<file path="src/rtl/memory_arbiter.sv">
// ---------------------------------------------------------------------------
// memory_arbiter
//   Shares the single multi-cycle main-memory port between the I-cache and
//   D-cache fill controllers. Round-robin arbitration with the grant held for
//   a whole block fill. A tag pipeline remembers who issued each read so that
//   every returning word is routed to its issuer, even after ownership has
//   moved on.
//
// Parameters
//   LATENCY  memory read latency in cycles (enable-to-valid), >= 1
//   DATA_W   address / data width
//
// Ports
//   clk, rst          clock (rising edge), asynchronous active-high reset
//   IReq, IAddr       I-cache request (held for a whole block) and word address
//   DReq, DAddr       D-cache request (fill or store) and word address
//   DWrite            D-cache request is a store
//   DWriteData        D-cache store data
//   MemDataOut        read data from memory
//   MemDataValid      read data valid from memory
//   MemEnable         memory access enable
//   MemWrite          memory write strobe
//   MemAddr           memory address
//   MemDataIn         memory write data
//   IGrant, DGrant    registered ownership of the memory port
//   IDataValid        current returning word belongs to the I-cache
//   DDataValid        current returning word belongs to the D-cache
//   DataOut           MemDataOut passed through to both caches
// ---------------------------------------------------------------------------
module memory_arbiter #(
  parameter int LATENCY = 4,
  parameter int DATA_W  = 16
) (
  input  logic              clk,
  input  logic              rst,
  input  logic              IReq,
  input  logic [DATA_W-1:0] IAddr,
  input  logic              DReq,
  input  logic [DATA_W-1:0] DAddr,
  input  logic              DWrite,
  input  logic [DATA_W-1:0] DWriteData,
  input  logic [DATA_W-1:0] MemDataOut,
  input  logic              MemDataValid,
  output logic              MemEnable,
  output logic              MemWrite,
  output logic [DATA_W-1:0] MemAddr,
  output logic [DATA_W-1:0] MemDataIn,
  output logic              IGrant,
  output logic              DGrant,
  output logic              IDataValid,
  output logic              DDataValid,
  output logic [DATA_W-1:0] DataOut
);

  typedef enum logic [1:0] {
    IDLE  = 2'd0,
    OWN_I = 2'd1,
    OWN_D = 2'd2
  } state_t;

  state_t             r_state;
  state_t             w_next;
  logic               r_last_d;     // 1: D was the most recent owner
  logic [LATENCY-1:0] r_tag_vld;    // slot LATENCY-1 is the head
  logic [LATENCY-1:0] r_tag_own;    // 1: read was issued by D
  logic               w_push;
  logic               w_push_own;
  logic               w_head_vld;
  logic               w_head_own;

  // Next-state: an owner keeps the port while its request stays high and
  // hands over directly to a waiting requester when it drops.
  always_comb begin
    w_next = r_state;
    case (r_state)
      IDLE: begin
        if (IReq && DReq) w_next = r_last_d ? OWN_I : OWN_D;
        else if (IReq)    w_next = OWN_I;
        else if (DReq)    w_next = OWN_D;
        else              w_next = IDLE;
      end
      OWN_I: begin
        if (IReq)      w_next = OWN_I;
        else if (DReq) w_next = OWN_D;
        else           w_next = IDLE;
      end
      OWN_D: begin
        if (DReq)      w_next = OWN_D;
        else if (IReq) w_next = OWN_I;
        else           w_next = IDLE;
      end
      default: w_next = IDLE;
    endcase
  end

  // Memory port is driven straight from the registered owner.
  always_comb begin
    MemEnable = 1'b0;
    MemWrite  = 1'b0;
    MemAddr   = '0;
    MemDataIn = '0;
    case (r_state)
      OWN_I: begin
        MemEnable = IReq;
        MemAddr   = IAddr;
        MemDataIn = DWriteData;
      end
      OWN_D: begin
        MemEnable = DReq;
        MemWrite  = DReq & DWrite;
        MemAddr   = DAddr;
        MemDataIn = DWriteData;
      end
      default: ;
    endcase
  end

  // Only reads get a tag; stores return nothing.
  assign w_push     = MemEnable & ~MemWrite;
  assign w_push_own = (r_state == OWN_D);

  always_ff @(posedge clk or posedge rst) begin
    if (rst) begin
      r_state   <= IDLE;
      r_last_d  <= 1'b0;
      r_tag_vld <= '0;
    end else begin
      r_state <= w_next;
      if (w_next != IDLE) r_last_d <= (w_next == OWN_D);
      for (int i = LATENCY - 1; i > 0; i--) r_tag_vld[i] <= r_tag_vld[i-1];
      r_tag_vld[0] <= w_push;
    end
  end

  // Owner bits only matter when the matching valid bit is set.
  always_ff @(posedge clk) begin
    for (int i = LATENCY - 1; i > 0; i--) r_tag_own[i] <= r_tag_own[i-1];
    r_tag_own[0] <= w_push_own;
  end

  assign w_head_vld = r_tag_vld[LATENCY-1];
  assign w_head_own = r_tag_own[LATENCY-1];

  assign IGrant     = (r_state == OWN_I);
  assign DGrant     = (r_state == OWN_D);
  // Data arriving with an empty head slot is stray and goes to nobody.
  assign IDataValid = MemDataValid & w_head_vld & ~w_head_own;
  assign DDataValid = MemDataValid & w_head_vld &  w_head_own;
  assign DataOut    = MemDataOut;

endmodule

</file>
<file path="config.mk">
export PLATFORM = sky130hd
export DESIGN_NAME = memory_arbiter
export DESIGN_NICKNAME = d
export VERILOG_FILES = /design/src/rtl/memory_arbiter.sv
export SDC_FILE = /design/constraint.sdc
export NUM_CORES = 1
export LEC_CHECK = 0
export ABC_CLOCK_PERIOD_IN_PS = 1950
export CAP_MARGIN = 0
export CORE_ASPECT_RATIO = 0.75
export CORE_MARGIN = 2
export CORE_UTILIZATION = 25
export CTS_BUF_LIST = sky130_fd_sc_hd__clkbuf_4 sky130_fd_sc_hd__clkbuf_8 sky130_fd_sc_hd__clkbuf_16
export CTS_CLUSTER_DIAMETER = 200
export DETAILED_ROUTE_END_ITERATION = 8
export PLACE_DENSITY = 0.87
export SYNTH_ARGS = -nofsm -noshare
export SYNTH_HDL_FRONTEND = slang
export SYNTH_SLANG_ARGS = --single-unit
</file>
<file path="constraint.sdc">
create_clock -name clk -period 1.95 [get_ports clk]
set_input_delay 0.2925 -clock clk [delete_from_list [all_inputs] [get_ports clk]]
set_output_delay 0.2925 -clock clk [all_outputs]
set_load 0.005 [all_outputs]
</file>
Yosys cells after proc, flatten, opt, wreduce, memory -nomap -nowiden:

Cells that the tools add are included.

* bits in registers: 11
* input port bits: 70
* output and inout bits: 54

* eq/ne operators: 3
* bitwise logic cells: 7
* mux-type cells: 11
* reductions and logical operators: 4

Operators with widths (count)
* 16-bit one-hot mux with 2 select lines: 1
* 16-bit two-way mux: 1
* 2-bit two-way mux: 5
* 2-bit one-hot mux with 3 select lines: 1
* 1-bit bitwise AND: 5
* 2-bit equality test, second input constant: 2
* 2-bit by 1-bit equality test with 1-bit output, second input constant: 1
* 2-bit logical NOT: 1
* 1-bit two-way mux: 2
* 1-bit NOT: 2
* 1-bit one-hot mux with 2 select lines: 1
* 2-bit nonzero test: 1
* 2-bit OR reduction: 1
* 1-bit logical AND: 1

Depth between registers and ports, before layout:

Gate-level depths: netlist of run 1.

* depth in word-level cells: 5
* mapped depth: 7

Least setup slack after synthesis of run 1:

No wires, ideal clock.

* kind: register to output
* start: register r_state[1]
* end: output port MemAddr[2]
* cell stages (with the launch flop): 7
* data required time: 1.657 ns
* path slack: 0.394 ns
* arrival: 1.263 ns
* path buffers: 2
* cells stage by stage: dfrtp_1 inv_1 ha_1 buf_2 buf_2 a22oi_1 nor2b_1

* word-level cells in the longest chain between the ends: 2

Ends and longest elaborated chain
* start, declared: RTL line 61 `state_t r_state;`
* start signal, assigned: RTL line 128 `r_state <= w_next;`
* 2-bit by 1-bit equality test with 1-bit output
* named net IGrant: RTL line 48 `output logic IGrant,`
* 16-bit one-hot mux with 2 select lines: RTL line 102 `case (r_state)`
* end, declared: RTL line 46 `output logic [DATA_W-1:0] MemAddr,`

The timed path passes the listed nets, and every way through them passes these cells.

Final worst setup path of run 1:

* start: register r_state[0]
* end: output port MemAddr[12]

* word-level cells in the longest chain between the ends: 2

Ends and longest elaborated chain (RTL line)
* 2-bit equality test or 2-bit by 1-bit equality test with 1-bit output (tied branches): 102
* 16-bit one-hot mux with 2 select lines (*): 102

Every way passes the cells marked *; elsewhere a longest branch is shown, timed or not.

==> results of run 1 <==
[worst max-delay path: cells and delay by family, from the launching register on]
kind,cells,cell delay (ps)
buffers and inverters,5,650
DFF,1,390
adders and majority gates,1,160
AOI/OAI and AO/OA,1,150
and+or+nand+nor,1,70
[cell families (layout without fill, tap and decap cells)]
family,Yosys count,after routing
AOI/OAI and AO/OA,22,22
adders and majority gates,5,5
buffers and inverters,28,116
DFF,11,11
and+or+nand+nor,45,45
[power by group]
part           total [mW]  internal (mW)  switching, mW  leakage, nW
sequential          0.367          0.321         0.0461        0.125
combinational        1.93           1.19          0.738        0.956
clock               0.240          0.157         0.0829       0.0262
[through the flow]
stage	cells	utilization (%)	total power, mW
after detailed placement	236	50.6	2.03
after CTS	245	53.2	2.34
after global routing	251	58.2	2.74
after floorplan	111	-	1.13
after global placement	236	50.6	2.01
final	251	58.2	2.54
[cell usage after synthesis (all sizes together)]
| cell type | count |
|---|---|
| clkbuf | 3 |
| and2 | 16 |
| nand2b | 2 |
| dfxtp | 4 |
| a21oi | 2 |
| o21ba | 1 |
| o22ai | 1 |
| nor3 | 1 |
| nand2 | 2 |
| ha | 5 |
| and3 | 2 |
| dfrtp | 7 |
| buf | 20 |
| inv | 5 |
| a22oi | 17 |
| nor2b | 20 |
| nor2 | 2 |
| a2111oi | 1 |
[what timing repair did]
item | 4_1_cts | 5_1_grt
pin swaps | 0 | 1
endpoints found under the setup margin | 34 | 25
endpoints found under the hold margin | 0 | 0
cloned | 1 | 1
buffers inserted | 4 | 5
gates resized for setup | 28 | 41
[registers in the layout, summed over array words and instances (netlist names)]
name	cells
r_state	2
r_tag_vld	4
r_last_d	1
r_tag_own	4
[area by class of cell]
type,instances,area (sq um)
fillers,296,1520
repair buffers,107,1110
multi-input cells,72,617
flip-flops and latches,11,255
well taps,52,65.1
clock buffers,4,48.8
inverters,5,18.8
[layer usage]
metal,vias to the layer above,global-route usage [%]
met1,503,16.9
met4,0,3.06
met2,51,23.7
met3,2,5.30
li1,530,-
met5,-,0
[worst min-delay path by stage]
stage | start | to | slack [ps] | depth (start not counted)
5_1_grt | rst | r_tag_vld[1]$_DFF_PP0_ | 330 | 2
4_1_cts | rst | r_tag_vld[1]$_DFF_PP0_ | 320 | 2
3_3_place_gp | r_tag_own[2]$_DFF_P_ | r_tag_own[3]$_DFF_P_ | 310 | 0
6_report | rst | r_tag_vld[1]$_DFF_PP0_ | 300 | 2
2_1_floorplan | rst | r_last_d$_DFFE_PP0P_ | 100 | 1
3_5_place_dp | r_tag_own[0]$_DFF_P_ | r_tag_own[1]$_DFF_P_ | 310 | 0
==> reports/qor.csv, run 1 <==
metric,value,unit
coreArea,0.00364,sq mm
period_share,99.5,%
syn_area,942,sq um
grt_overflow,0,
cpMostUsedCell,buf_4,
wl_met1,1230,um
dr_wl_met2,1670,um
cts_max_level,1,
die_area,0.00428,sq mm
grtUsageTotal,14.0,%
timing.fmax,515,MHz
slew_headroom,77.3,%
worst-endpoint-required,1660,ps
wl,3130,um
clockBufferDepth,2,
die_w,74.9,um
drt_iter0_drc,17,
cts_tree,done,
final_common_cell,clkdlybuf4s50_1,
grt_pass1_vias,1055,
clock_skew,6.44,ps
die_y,57.2,um
postSynthCellCount,111,
avgRoutedWirePerCell,12.5,um
ant_nets,0,
hold_slack,298,ps
status,"finished, final reports clean",
vias_per_cell,4.33,
area_growth,125,%
final_cell_mix,"clkdlybuf4s50_1 (55), nor2b_1 (19), and2_1 (16), dlymetal6s2s_1 (15), a22oi_2 (12)",
antennaDiodeCount,0,
via_count,1086,
num_rows,19,
finalInstanceArea,0.00212,sq mm
syn_avg_cell_area,8.49,sq um
met3_length,216,um
clk_latency,240,ps
drive_gt1_share,21.1,%
maxCapViolations,0,
end_kind,output port,
cts_sinks,11,
crit_slowest_cell,dfrtp_1,
ys_seq_area_share,27.1,%
initial_core_util,25.9,%
yosysWarnings,0,
r2r-end,r_last_d$_DFFE_PP0P_,
grt_pass1_wl,4690,um
r2r_start,r_state[1]$_DFF_PP0_,
min_period,1940,ps
synth_area_leaders,"dfrtp_1 (19%), a22oi_1 (14%), nor2b_1 (13%), buf_4 (13%), and2_1 (11%)",
cts_hold_buf,0,
path_max_fanout,11,
cp-startpoint,r_state[0]$_DFF_PP0_,
root_buffer,clkbuf_8,
top_layer,met4,
dpl.hpwl,2250,um
reg2reg_depth,6,
drtPass1Iterations,3,
synth_compound_area_share,19.3,%
nNetsFinal,275,
max_stage_delay,390,ps
power.density,1200,mW/mm^2
cp.arrival,1650,ps
ys_types,20,
rsz0062_at_grt,true,
worstSetupStartpointType,flop,
synth-adder-area-share,6.64,%
drc,0,
ff2ff_setup_slack,350,ps
yosys.area.top_type,dfrtp_1,
peakVddDrop,826,uV
clk_pin_slew,50,ps
crit_chain,"inv_2, buf_4, ha_4, buf_12, buf_4, a22oi_2, nor2b_1, dlymetal6s2s_1",
port_buffers,91,
globalplace.congestion,0.745,
critPathKind,flop to output port,
setup_viol,0,
ios,124,
setup_tns,0,ps
tightestPinTransition,338,ps
synth-simple-area-share,29.0,%
final-hold-violation-count,0,
ys_ff_latch,11,
synth_top_family_by_area,simple AND/OR/NAND/NOR gates,
leakagePower,1.11,nW
grt_max_degree,22,
post_dp_cell_area,0.00184,sq mm
setup_slack,9.23,ps
drv_slew,0,
hold_class,input pin to asynchronous set/reset pin,
placement.setup.worst_slack,18.6,ps
synthesis.nets,186,
synthMuxAreaShare,0,%
yosys.area.top_type_share,18.6,%
antenna_found_initial,0,
critPathCapture,MemAddr[12],
synth_xor_area_share,0,%
numCtsBuffers,3,
(Power assumes the default switching activity.)
==> inputs of run 2 (changes only) <==
--- a/config.mk
+++ b/config.mk
@@ -13,7 +13,7 @@
 export CTS_BUF_LIST = sky130_fd_sc_hd__clkbuf_4 sky130_fd_sc_hd__clkbuf_8 sky130_fd_sc_hd__clkbuf_16
 export CTS_CLUSTER_DIAMETER = 200
 export DETAILED_ROUTE_END_ITERATION = 8
-export PLACE_DENSITY = 0.87
+export PLACE_DENSITY = 0.88
 export SYNTH_ARGS = -nofsm -noshare
 export SYNTH_HDL_FRONTEND = slang
 export SYNTH_SLANG_ARGS = --single-unit
==> reports/qor.csv, run 2 (same netlist as run 1, synthesis figures left out) <==
metric,value,unit,change
clk_pin_slew,50,ps,about the same
clk_latency,230,ps,about the same
status,"finished, final reports clean",,
cts_sinks,11,,unchanged
slew_headroom,78.5,%,+1.2 points
critPathKind,flop to output port,,
power.density,1180,mW/mm^2,-1.8%
nNetsFinal,272,,-1.1%
ant_nets,0,,unchanged
vias_per_cell,4.25,,-1.8%
setup_tns,0,ps,unchanged
worstSetupStartpointType,flop,,
min_period,1880,ps,-62.8 ps
grt_max_degree,17,,-23%
antennaDiodeCount,0,,unchanged
drive_gt1_share,16.3,%,-4.8 points
grtUsageTotal,12.3,%,-1.8 points
die_area,0.00428,sq mm,unchanged
die_y,57.2,um,unchanged
top_regs,"r_tag_own (4), r_tag_vld (4), r_state (2)",,
clockBufferDepth,2,,unchanged
globalplace.congestion,0.782,,+5.0%
end_kind,output port,,
die_w,74.9,um,unchanged
hold_class,input pin to asynchronous set/reset pin,,
tightestPinTransition,319,ps,-18.3 ps
path_max_fanout,8,,-3
final_common_cell,clkdlybuf4s50_1,,
root_buffer,clkbuf_8,,
final-hold-violation-count,0,,unchanged
avgRoutedWirePerCell,10.9,um,-13%
maxCapViolations,0,,unchanged
reg2reg_depth,6,,unchanged
setup_viol,0,,unchanged
via_count,1054,,-2.9%
cts_max_level,1,,unchanged
rsz0062_at_grt,false,,
dpl.hpwl,2330,um,+3.8%
cts_tree,done,,
final_cell_mix,"clkdlybuf4s50_1 (57), nor2b_1 (19), a22oi_1 (17), and2_1 (16), clkdlybuf4s15_1 (15)",,
area_growth,107,%,
numCtsBuffers,3,,unchanged
grt_pass1_wl,4190,um,-11%
drtPass1Iterations,4,,+1
antenna_found_initial,0,,unchanged
period_share,96.3,%,-3.2 points
grt_overflow,0,,unchanged
fin_util,53.5,%,-4.7 points
port_buffers,91,,unchanged
grt_pass1_vias,1010,,-4.3%
wl,2690,um,-14%
drt_iter0_drc,14,,-3
ios,124,,unchanged
worst-endpoint-required,1660,ps,about the same
leakagePower,0.843,nW,-24%
num_rows,19,,unchanged
cp.arrival,1590,ps,-60 ps
clock_skew,0.984,ps,-5.46 ps
final.fill_count,338,,+14%
timing.fmax,533,MHz,+3.3%
initial_core_util,25.9,%,unchanged
drv_slew,0,,unchanged
drc,0,,unchanged
coreArea,0.00364,sq mm,unchanged
peakVddDrop,634,uV,-23%
-- run 2: critical path, cell delays in order (launching register included) --
cell and delay [ps]:
dfrtp_2 450, inv_4 90, ha_4 210, buf_8 130
buf_4 130, and2_1 130, clkdlybuf4s15_1 210
-- run 2: path summary, 6_finish.rpt --
| kind | start | endpoint | slack [ps] |
|---|---|---|---|
| worst max-delay path | r_state[1]$_DFF_PP0_ | MemDataIn[0] | 70 |
| worst max register to register | r_state[1]$_DFF_PP0_ | r_last_d$_DFFE_PP0P_ | 420 |
| worst min register to register | r_tag_own[1]$_DFF_P_ | r_tag_own[2]$_DFF_P_ | 320 |
| worst min-delay path | rst | r_tag_vld[3]$_DFF_PP0_ | 280 |
| min in group clk | r_tag_own[1]$_DFF_P_ | r_tag_own[2]$_DFF_P_ | 320 |
| max in group asynchronous | rst | r_state[1]$_DFF_PP0_ | 1450 |
-- run 2: metal layers --
metal | GRT usage (%) | part of all wire (%) | vias up | routed length, um
met2 | 21.2 | 54 | 43 | 1450
met1 | 14.3 | 38 | 488 | 1030
li1 | - | - | 521 | -
met3 | 4.24 | 7.0 | 2 | 188
met5 | 0 | 0 | - | 0
met4 | 3.32 | 0.78 | 0 | 21
-- run 2: final cells by class --
class / count / area [sq um] / area share, %
inverters: 5 / 23.8 / 1.22
well taps: 52 / 65.1 / 3.34
clock buffers: 4 / 48.8 / 2.51
repair buffers: 104 / 993 / 51.1
multi-input cells: 72 / 557 / 28.6
flip-flops and latches: 11 / 258 / 13.2
-- run 2: metrics by stage --
step | worst slack (ps) | hold WS, ps | instances | total power [mW] | cell area (sq um)
final | 72.1 | 283 | 248 | 2.29 | 1950
after global placement | 2.96 | 310 | 240 | 1.99 | 1850
after floorplan | 394 | 95.9 | 111 | 1.13 | 942
after detailed placement | 4.48 | 312 | 240 | 2.00 | 1850
after CTS | 8.40 | 291 | 248 | 2.30 | 1940
after global routing | 1.01 | 312 | 248 | 2.48 | 1950
-- run 2: what timing repair did --
item | in CTS | in global routing
endpoints found under the setup margin | 35 | 20
pin swaps | 1 | 0
hold buffers | 0 | 0
resized for setup | 49 | 26
buffers inserted | 4 | 0
-- run 2: power breakdown --
group,internal [mW],switching [mW],leakage (nW)
logic,1.04,0.632,0.694
clock network,0.156,0.0742,0.0262
registers,0.325,0.0623,0.123
